**config.mk**
```make
export PLATFORM = sky130hd
export DESIGN_NAME = imem_loader_flat
export DESIGN_NICKNAME = d
export VERILOG_FILES = /design/src/rtl/imem_loader_if.sv /design/src/rtl/imem_loader.sv /design/src/flat_wrapper.sv
export SDC_FILE = /design/constraint.sdc
export NUM_CORES = 1
export LEC_CHECK = 0
export CELL_PAD_IN_SITES_DETAIL_PLACEMENT = 1
export CELL_PAD_IN_SITES_GLOBAL_PLACEMENT = 2
export CORE_MARGIN = 2
export CORE_UTILIZATION = 37
export CTS_CLUSTER_DIAMETER = 60
export CTS_CLUSTER_SIZE = 14
export DETAILED_ROUTE_END_ITERATION = 10
export GPL_TIMING_DRIVEN = 0
export PLACE_DENSITY_LB_ADDON = 0.1
export REMOVE_ABC_BUFFERS = 1
export SLEW_MARGIN = 20
export SYNTH_ARGS = -nofsm -noshare
export SYNTH_HDL_FRONTEND = slang
export SYNTH_SLANG_ARGS = --single-unit
export TNS_END_PERCENT = 30
```
**constraint.sdc**
```tcl
create_clock -name CLK -period 5.9 [get_ports CLK]
set_input_delay 1.77 -clock CLK [delete_from_list [all_inputs] [get_ports CLK]]
set_output_delay 1.77 -clock CLK [all_outputs]
set_load 0.01 [all_outputs]
```
**src/rtl/imem_loader_if.sv**
```systemverilog
// Byte-stream handshake and instruction-memory write port of the boot loader.
// The loader uses the slave modport; the byte source and memory side use master.
interface imem_loader_if;
    logic        byte_valid;
    logic [7:0]  byte_data;
    logic        byte_ready;
    logic        WE;
    logic [31:0] W_Addr;
    logic [31:0] W_Ins;

    modport master (output byte_valid, byte_data, input byte_ready, WE, W_Addr, W_Ins);
    modport slave  (input byte_valid, byte_data, output byte_ready, WE, W_Addr, W_Ins);
endinterface

```
**src/rtl/imem_loader.sv**
```systemverilog
// Boot loader: length-framed byte stream -> MSB-first 32-bit words -> imem writes; holds core in reset.
// Optional trailing checksum byte enabled by defining IMEM_LOADER_CHECKSUM_EN.
module imem_loader #(
    parameter int IMEM_WORDS = 64,
    parameter int CNT_W      = 8
) (
    input  logic          CLK,
    input  logic          RST,
    input  logic          start,
    imem_loader_if.slave  bus,
    output logic          cpu_rst,
    output logic          busy,
    output logic          done,
    output logic          err
);
    typedef enum logic [2:0] {IDLE, HDR, DATA, WRITE, CHK, DONE, ERR} state_t;

    localparam logic [CNT_W-1:0] ONE = CNT_W'(1);

    state_t           state;
    logic [4:0]       flags;     // {byte_ready, cpu_rst, busy, done, err}
    logic [CNT_W-1:0] n_words;
    logic [CNT_W-1:0] word_idx;
    logic [1:0]       byte_cnt;
    logic [23:0]      word;      // first three bytes; the fourth goes straight to W_Ins
    logic             xfer;
`ifdef IMEM_LOADER_CHECKSUM_EN
    logic [7:0]       sum;
`endif

    function automatic logic [4:0] flags_of(state_t s);
        case (s)
            HDR, DATA, CHK: return 5'b11100;
            WRITE:          return 5'b01100;
            DONE:           return 5'b00010;
            ERR:            return 5'b01001;
            default:        return 5'b01000;
        endcase
    endfunction

    assign xfer           = bus.byte_valid & bus.byte_ready;
    assign bus.byte_ready = flags[4];
    assign cpu_rst        = flags[3];
    assign busy           = flags[2];
    assign done           = flags[1];
    assign err            = flags[0];

    always_ff @(posedge CLK or posedge RST) begin
        if (RST) begin
            state      <= IDLE;
            flags      <= flags_of(IDLE);
            n_words    <= '0;
            word_idx   <= '0;
            byte_cnt   <= '0;
            word       <= '0;
            bus.WE     <= 1'b0;
            bus.W_Addr <= '0;
            bus.W_Ins  <= '0;
`ifdef IMEM_LOADER_CHECKSUM_EN
            sum        <= '0;
`endif
        end else begin
            bus.WE <= 1'b0;
            case (state)
                IDLE, DONE, ERR: if (start) begin
                    state <= HDR;
                    flags <= flags_of(HDR);
                end
                HDR: if (xfer) begin
`ifdef IMEM_LOADER_CHECKSUM_EN
                    sum <= bus.byte_data;
`endif
                    if (bus.byte_data == 8'd0 || int'(bus.byte_data) > IMEM_WORDS) begin
                        state <= ERR;
                        flags <= flags_of(ERR);
                    end else begin
                        n_words  <= CNT_W'(bus.byte_data);
                        word_idx <= '0;
                        byte_cnt <= '0;
                        state    <= DATA;
                        flags    <= flags_of(DATA);
                    end
                end
                DATA: if (xfer) begin
`ifdef IMEM_LOADER_CHECKSUM_EN
                    sum <= sum + bus.byte_data;
`endif
                    word     <= {word[15:0], bus.byte_data};
                    byte_cnt <= byte_cnt + 2'd1;
                    if (byte_cnt == 2'd3) begin
                        // Write port is loaded here so WE/W_Addr/W_Ins appear together in WRITE.
                        bus.WE     <= 1'b1;
                        bus.W_Addr <= 32'({word_idx, 2'b00});
                        bus.W_Ins  <= {word, bus.byte_data};
                        state      <= WRITE;
                        flags      <= flags_of(WRITE);
                    end
                end
                WRITE: begin
                    word_idx <= word_idx + ONE;
                    if (word_idx + ONE == n_words) begin
`ifdef IMEM_LOADER_CHECKSUM_EN
                        state <= CHK;
                        flags <= flags_of(CHK);
`else
                        state <= DONE;
                        flags <= flags_of(DONE);
`endif
                    end else begin
                        state <= DATA;
                        flags <= flags_of(DATA);
                    end
                end
`ifdef IMEM_LOADER_CHECKSUM_EN
                CHK: if (xfer) begin
                    if (8'(sum + bus.byte_data) == 8'd0) begin
                        state <= DONE;
                        flags <= flags_of(DONE);
                    end else begin
                        state <= ERR;
                        flags <= flags_of(ERR);
                    end
                end
`endif
                default: begin
                    state <= IDLE;
                    flags <= flags_of(IDLE);
                end
            endcase
        end
    end
endmodule

```
**src/flat_wrapper.sv**
```systemverilog
// flat-port wrapper written by rule: the top's interface ports become plain ports
module imem_loader_flat 
#(
    parameter int IMEM_WORDS = 64,
    parameter int CNT_W      = 8
)
  (CLK, RST, start, cpu_rst, busy, done, err, bus_byte_valid, bus_byte_data, bus_byte_ready, bus_WE, bus_W_Addr, bus_W_Ins);
  imem_loader_if bus_i ();
  input  logic CLK;
  input  logic RST;
  input  logic start;
  output logic cpu_rst;
  output logic busy;
  output logic done;
  output logic err;
  input wire logic [$bits(bus_i.byte_valid)-1:0] bus_byte_valid;
  input wire logic [$bits(bus_i.byte_data)-1:0] bus_byte_data;
  output wire logic [$bits(bus_i.byte_ready)-1:0] bus_byte_ready;
  output wire logic [$bits(bus_i.WE)-1:0] bus_WE;
  output wire logic [$bits(bus_i.W_Addr)-1:0] bus_W_Addr;
  output wire logic [$bits(bus_i.W_Ins)-1:0] bus_W_Ins;
  assign bus_i.byte_valid = bus_byte_valid;
  assign bus_i.byte_data = bus_byte_data;
  assign bus_byte_ready = bus_i.byte_ready;
  assign bus_WE = bus_i.WE;
  assign bus_W_Addr = bus_i.W_Addr;
  assign bus_W_Ins = bus_i.W_Ins;
  imem_loader #(.IMEM_WORDS(IMEM_WORDS), .CNT_W(CNT_W)) u_core (.CLK(CLK), .RST(RST), .start(start), .bus(bus_i), .cpu_rst(cpu_rst), .busy(busy), .done(done), .err(err));
endmodule
```
Yosys cells after proc, flatten, opt, wreduce, memory -nomap -nowiden
Cells that the tools add are included.
Operators by class
  mux-type cells: 24
  add/subtract/negate cells: 2
  bitwise operators: 2
  reductions and logical operators: 12
  $lt $le $gt $ge: 1
  eq/ne operators: 12
Operators with widths (number)
  two-way mux 5 bit: 6
  case mux 5 bit (4 select lines): 1
  two-way mux 3 bit: 6
  two-way mux 8 bit: 2
  case mux 8 bit (2 select lines): 1
  case mux 3 bit (4 select lines): 1
  AND reduction 3 bit: 3
  adder 8 x 1 -> 8 bit, second input constant: 1
  equality test 8 bit: 1
  greater-than comparator 8 x 7 -> 1 bit, second input constant: 1
  logical NOT 8 bit: 1
  AND reduction 4 bit: 2
  equality test 3 x 2 -> 1 bit, second input constant: 2
  equality test 3 bit, second input constant: 2
  two-way mux 2 bit: 3
  inequality test 2 x 1 -> 1 bit, second input constant: 3
  inequality test 2 bit, second input constant: 2
  case mux 2 bit (2 select lines): 1
  nonzero test 2 bit: 2
  equality test 3 x 1 -> 1 bit, second input constant: 1
  logical NOT 3 bit: 1
  two-way mux 1 bit: 3
  OR reduction 3 bit: 1
  adder 2 x 1 -> 2 bit, second input constant: 1
  other kinds (5): 5
Word-level totals
  word-level logic and storage cells: 62
  output and inout port bits: 70
  bits in registers: 91

Logic depth before layout (Yosys ltp)
  word-level depth: 5
  mapped depth: 6
  depth with buffers taken out: 6

Worst setup path after synthesis
Ideal clock, no wire load.
  path type: input port to flip-flop
  from: in bus_byte_data[0]
  to: reg u_core.word_idx[3]
  data arrival time: 3071 ps
  setup slack: 2696 ps
  stages: 6
  data required time: 5767 ps
  path through: nor4_1 nand4b_1 a21boi_2 or2_2 clkbuf_1 a31oi_1
Between the ends
  word-level cells in the longest chain between the ends: 4
  elaborated cells on any way between the ends: 5
Ends and longest elaborated chain
  from (decl): line flat_wrapper.sv:17  | input wire logic [$bits(bus_i.byte_data)-1:0] bus_byte_data;
  greater-than comparator 8 x 7 -> 1 bit or logical NOT 8 bit (tied branches): line imem_loader.sv:73  | if (bus.byte_data == 8'd0 || int'(bus.byte_data) > IMEM_WORDS) begin
  logical OR 1 bit *: line imem_loader.sv:73
  inequality test 2 bit (no source line) *
  AND reduction 3 bit (no source line) *
  to (signal assigned): line imem_loader.sv:100  | word_idx <= word_idx + ONE;
  to (decl): line imem_loader.sv:23  | logic [CNT_W-1:0] word_idx;
Mark *: on every way between the ends. The rest lies on a longest branch, timed or not.
A chain may end at the register's enable or synchronous reset.

Worst setup path after layout
  from: in bus_byte_valid
  to: reg u_core.flags[4]
Between the ends
  word-level cells in the longest chain between the ends: 3
  elaborated cells on any way between the ends: 4
Ends and longest elaborated chain
  from (decl): line flat_wrapper.sv:16  | input wire logic [$bits(bus_i.byte_valid)-1:0] bus_byte_valid;
  AND 1 bit *: line imem_loader.sv:41  | assign xfer = bus.byte_valid & bus.byte_ready;
  inequality test 2 x 1 -> 1 bit (no source line)
  AND reduction 4 bit (no source line) *
  to (signal assigned): line imem_loader.sv:51  | flags <= flags_of(IDLE);
  to (signal assigned): line imem_loader.sv:67  | flags <= flags_of(HDR);
  to (signal assigned): line imem_loader.sv:75  | flags <= flags_of(ERR);
  to (decl): line imem_loader.sv:21  | logic [4:0] flags;
Marked as above.

==> results.toml <==
[outcome]
status = "complete, no violations"

[global_routing]
grt_pass1_wl_mm = 13.6
grt_max_degree = 66
grt-ovfl-total = 0
grtUsageTotal_pct = 14.8
antenna_found_initial = 0
grt_pass1_vias = 2662

[timing]
fin_crit_ps = 3810
finalMaxSlewViolations = 0
hold_viol = 0
finClkSkew_ps = 13.7
worstMarginPinSlew_ps = 862
max_freq_mhz = 262
setup-violations-final = 0
relSlewSlack_pct = 42.3
tns_ps = 0
rsz0062_at_grt = "false"
fin_crit_sh_pct = 64.6

[clock_tree]
ctsResizeCount = 0
post-cts-setup-buffers = 0
worst_skew_pair.late_latency_ps = 350
cts-buffers-inserted = 9
cts_sinks = 91
cts_max_path_buffers = 2
path_clk_slew_ps = 100
hold_buffers = 0
htreeDepth = 3
cts_tree = "done"
cts_root_buffer = "clkbuf_8"

[setup_path]
arrival_ps = 4060
critical_path_required_ps = 6150
end_kind = "register"
startpoint_type = "input pin"
critPathMaxFanout = 10
crit_family = "compound AO/OA/AOI/OAI gates"
cpPeakStageDelay_ps = 720
worstSetupPathType = "input pin to register"
path_buf_inv = 1
slowest_stage = "a31oi_1"
crit_chain = "clkdlybuf4s50_1 > nand3b_1 > a31oi_1 > o21ai_0 > a221o_1"

[run]
maxCapViolCount = 0

[finish]
multi_input_area_um2 = 1640
nFillCells = 1133
areaGrowthSynthToFinish_pct = 20.9
most-common-layout-cells = "90 x dfrtp_1, 67 x mux2_2, 57 x clkdlybuf4s50_1"
diodes = 0
seqCellArea_um2 = 2280
drive_gt1_share_pct = 25.6
nets = 384
final_common_cell = "dfrtp_1"

[yosys]
async_reset_ff_share_pct = 100
synth.distinct_cells = 53
synth_top_cell_by_area = "dfrtp_1"
yosysSeqAreaShare_pct = 55.6
synthFlopType = "dfrtp_1"
synth_top_area_share_pct = 55.0
synth_seq_cells = 91
synth_edf_count = 0
synthTopCellsByArea = "dfrtp_1 55%, mux2_2 18%, buf_4 4.4%, a21oi_1 1.6%, nand2_1 1.3%"
synth.yosys.warnings = 0
syn_inst = 315
syn_avg_cell_area_um2 = 13.0
syn_area_um2 = 4100

[floorplan]
initial_core_util_pct = 37.8
die_w_um = 109
die_y_um = 109
dieArea_um2 = 11900
core-area_um2 = 10800
ios = 82
placementRows = 38

[power]
leakagePower_nw = 2.17
vdd_ir_drop_max_v = 0.000199
p_total_mw = 2.67
power.density_nw_per_um2 = 540

[route]
ant_nets = 0
drc = 0
via_per_inst = 5.04
first_pass_iters = 4
drt-wirelength-per-cell_um = 15.9
wirelength_mm = 8.17
drtIter0Drc = 58
vias = 2596

[worst_hold_path]
min_path_type = "register to register"

[place]
dp_hpwl_mm = 5.58
io_buffers = 57
place_congestion = 0.751
path summary, 6_finish.rpt:
| kind | startpoint | endpoint | slack (ps) | cells past startpoint |
|---|---|---|---|---|
| setup / recovery | bus_byte_valid | u_core.flags[4] | 2090 | 5 |
| hold / removal | u_core.flags[3] | u_core.flags[3] | 480 | 2 |
| setup reg to reg | u_core.word_idx[0] | u_core.flags[4] | 3400 | 6 |
| hold reg to reg | u_core.flags[3] | u_core.flags[3] | 480 | 2 |
| max in group asynchronous | RST | u_core.bus.W_Ins[20] | 3560 | 3 |
| min in group asynchronous | RST | u_core.bus.W_Addr[9] | 1740 | 2 |
metal layers:
metal	routed length (um)	GRT usage, %	vias up
li1	-	-	1190
met1	3670	19.0	1345
met2	4020	24.3	53
met3	394	4.24	8
met4	83	4.16	0
met5	0	0	-
sequential cells by signal, indices dropped and copies added, names as in the netlist:
signal             cells
u_core.bus.W_Addr      8
u_core.byte_cnt        2
u_core.n_words         8
u_core.word_idx        8
u_core.state           3
u_core.bus.W_Ins      32
u_core.flags           5
u_core.word           24
u_core.bus.WE          1
report_power, final:
part           switching, mW  leakage (nW)  total (mW)  internal (mW)
Clock                  0.246         0.109       0.453          0.207
Sequential             0.216          1.14        1.12          0.906
Combinational          0.475         0.919        1.10          0.623
Total                  0.936          2.17        2.67           1.74
final cells by class:
class	instances	share of cell area (%)
Tap cell	140	3.54
Clock inverter	7	1.87
Multi-Input combinational cell	204	33.1
Timing Repair Buffer	59	12.5
Sequential cell	91	46.0
Inverter	5	0.480
Clock buffer	9	2.50
worst reg2reg max path, delay by kind of cell, from the launching register on:
kind                       cells  cell delay (ps)
and+or+nand+nor                3              770
adders and majority gates      1              340
AOI/OAI and AO/OA              2              810
DFF                            1              480
cells in the mapped netlist, drive strengths merged (2+ instances only):
| master | instances |
|---|---|
| and3 | 2 |
| inv | 5 |
| o311ai | 2 |
| nand2 | 14 |
| mux2 | 71 |
| clkbuf | 3 |
| and2 | 2 |
| o31ai | 2 |
| dfrtp | 90 |
| xnor2 | 4 |
| a211o | 2 |
| nand4b | 2 |
| a21oi | 13 |
| ha | 2 |
| nand3 | 4 |
| nor4 | 2 |
| buf | 35 |
| nor3b | 2 |
| a31oi | 7 |
| xor2 | 5 |
| o21a | 2 |
| nor2b | 4 |
| o21ai | 9 |
| or3 | 3 |
| nand4 | 2 |
| nor2 | 7 |
through the flow:
| step | instances | utilization [%] | hold slack, ps | setup WS, ps | area (um2) |
|---|---|---|---|---|---|
| 6_report | 515 | 45.7 | 483 | 2090 | 4950 |
| 2_1_floorplan | 300 | - | 454 | 1030 | 3920 |
| 3_5_place_dp | 499 | 43.7 | 467 | 1750 | 4740 |
| 5_1_grt | 515 | 45.7 | 510 | 1990 | 4950 |
| 4_1_cts | 515 | 45.7 | 485 | 2120 | 4950 |
| 3_3_place_gp | 497 | 43.1 | 453 | -1160 | 4670 |
logic make-up after synthesis:
group           Yosys count  synth area share, %
mux                      72                 19.8
compound gates           48                 8.19
simple gates             49                 6.99
other cells               1               0.0915
buf+inv                  43                 6.81
flops                    91                 55.6
fa+ha+maj                 2                0.611
xor+xnor                  9                 1.92
Note: power is estimated with default switching activity, not from simulation.
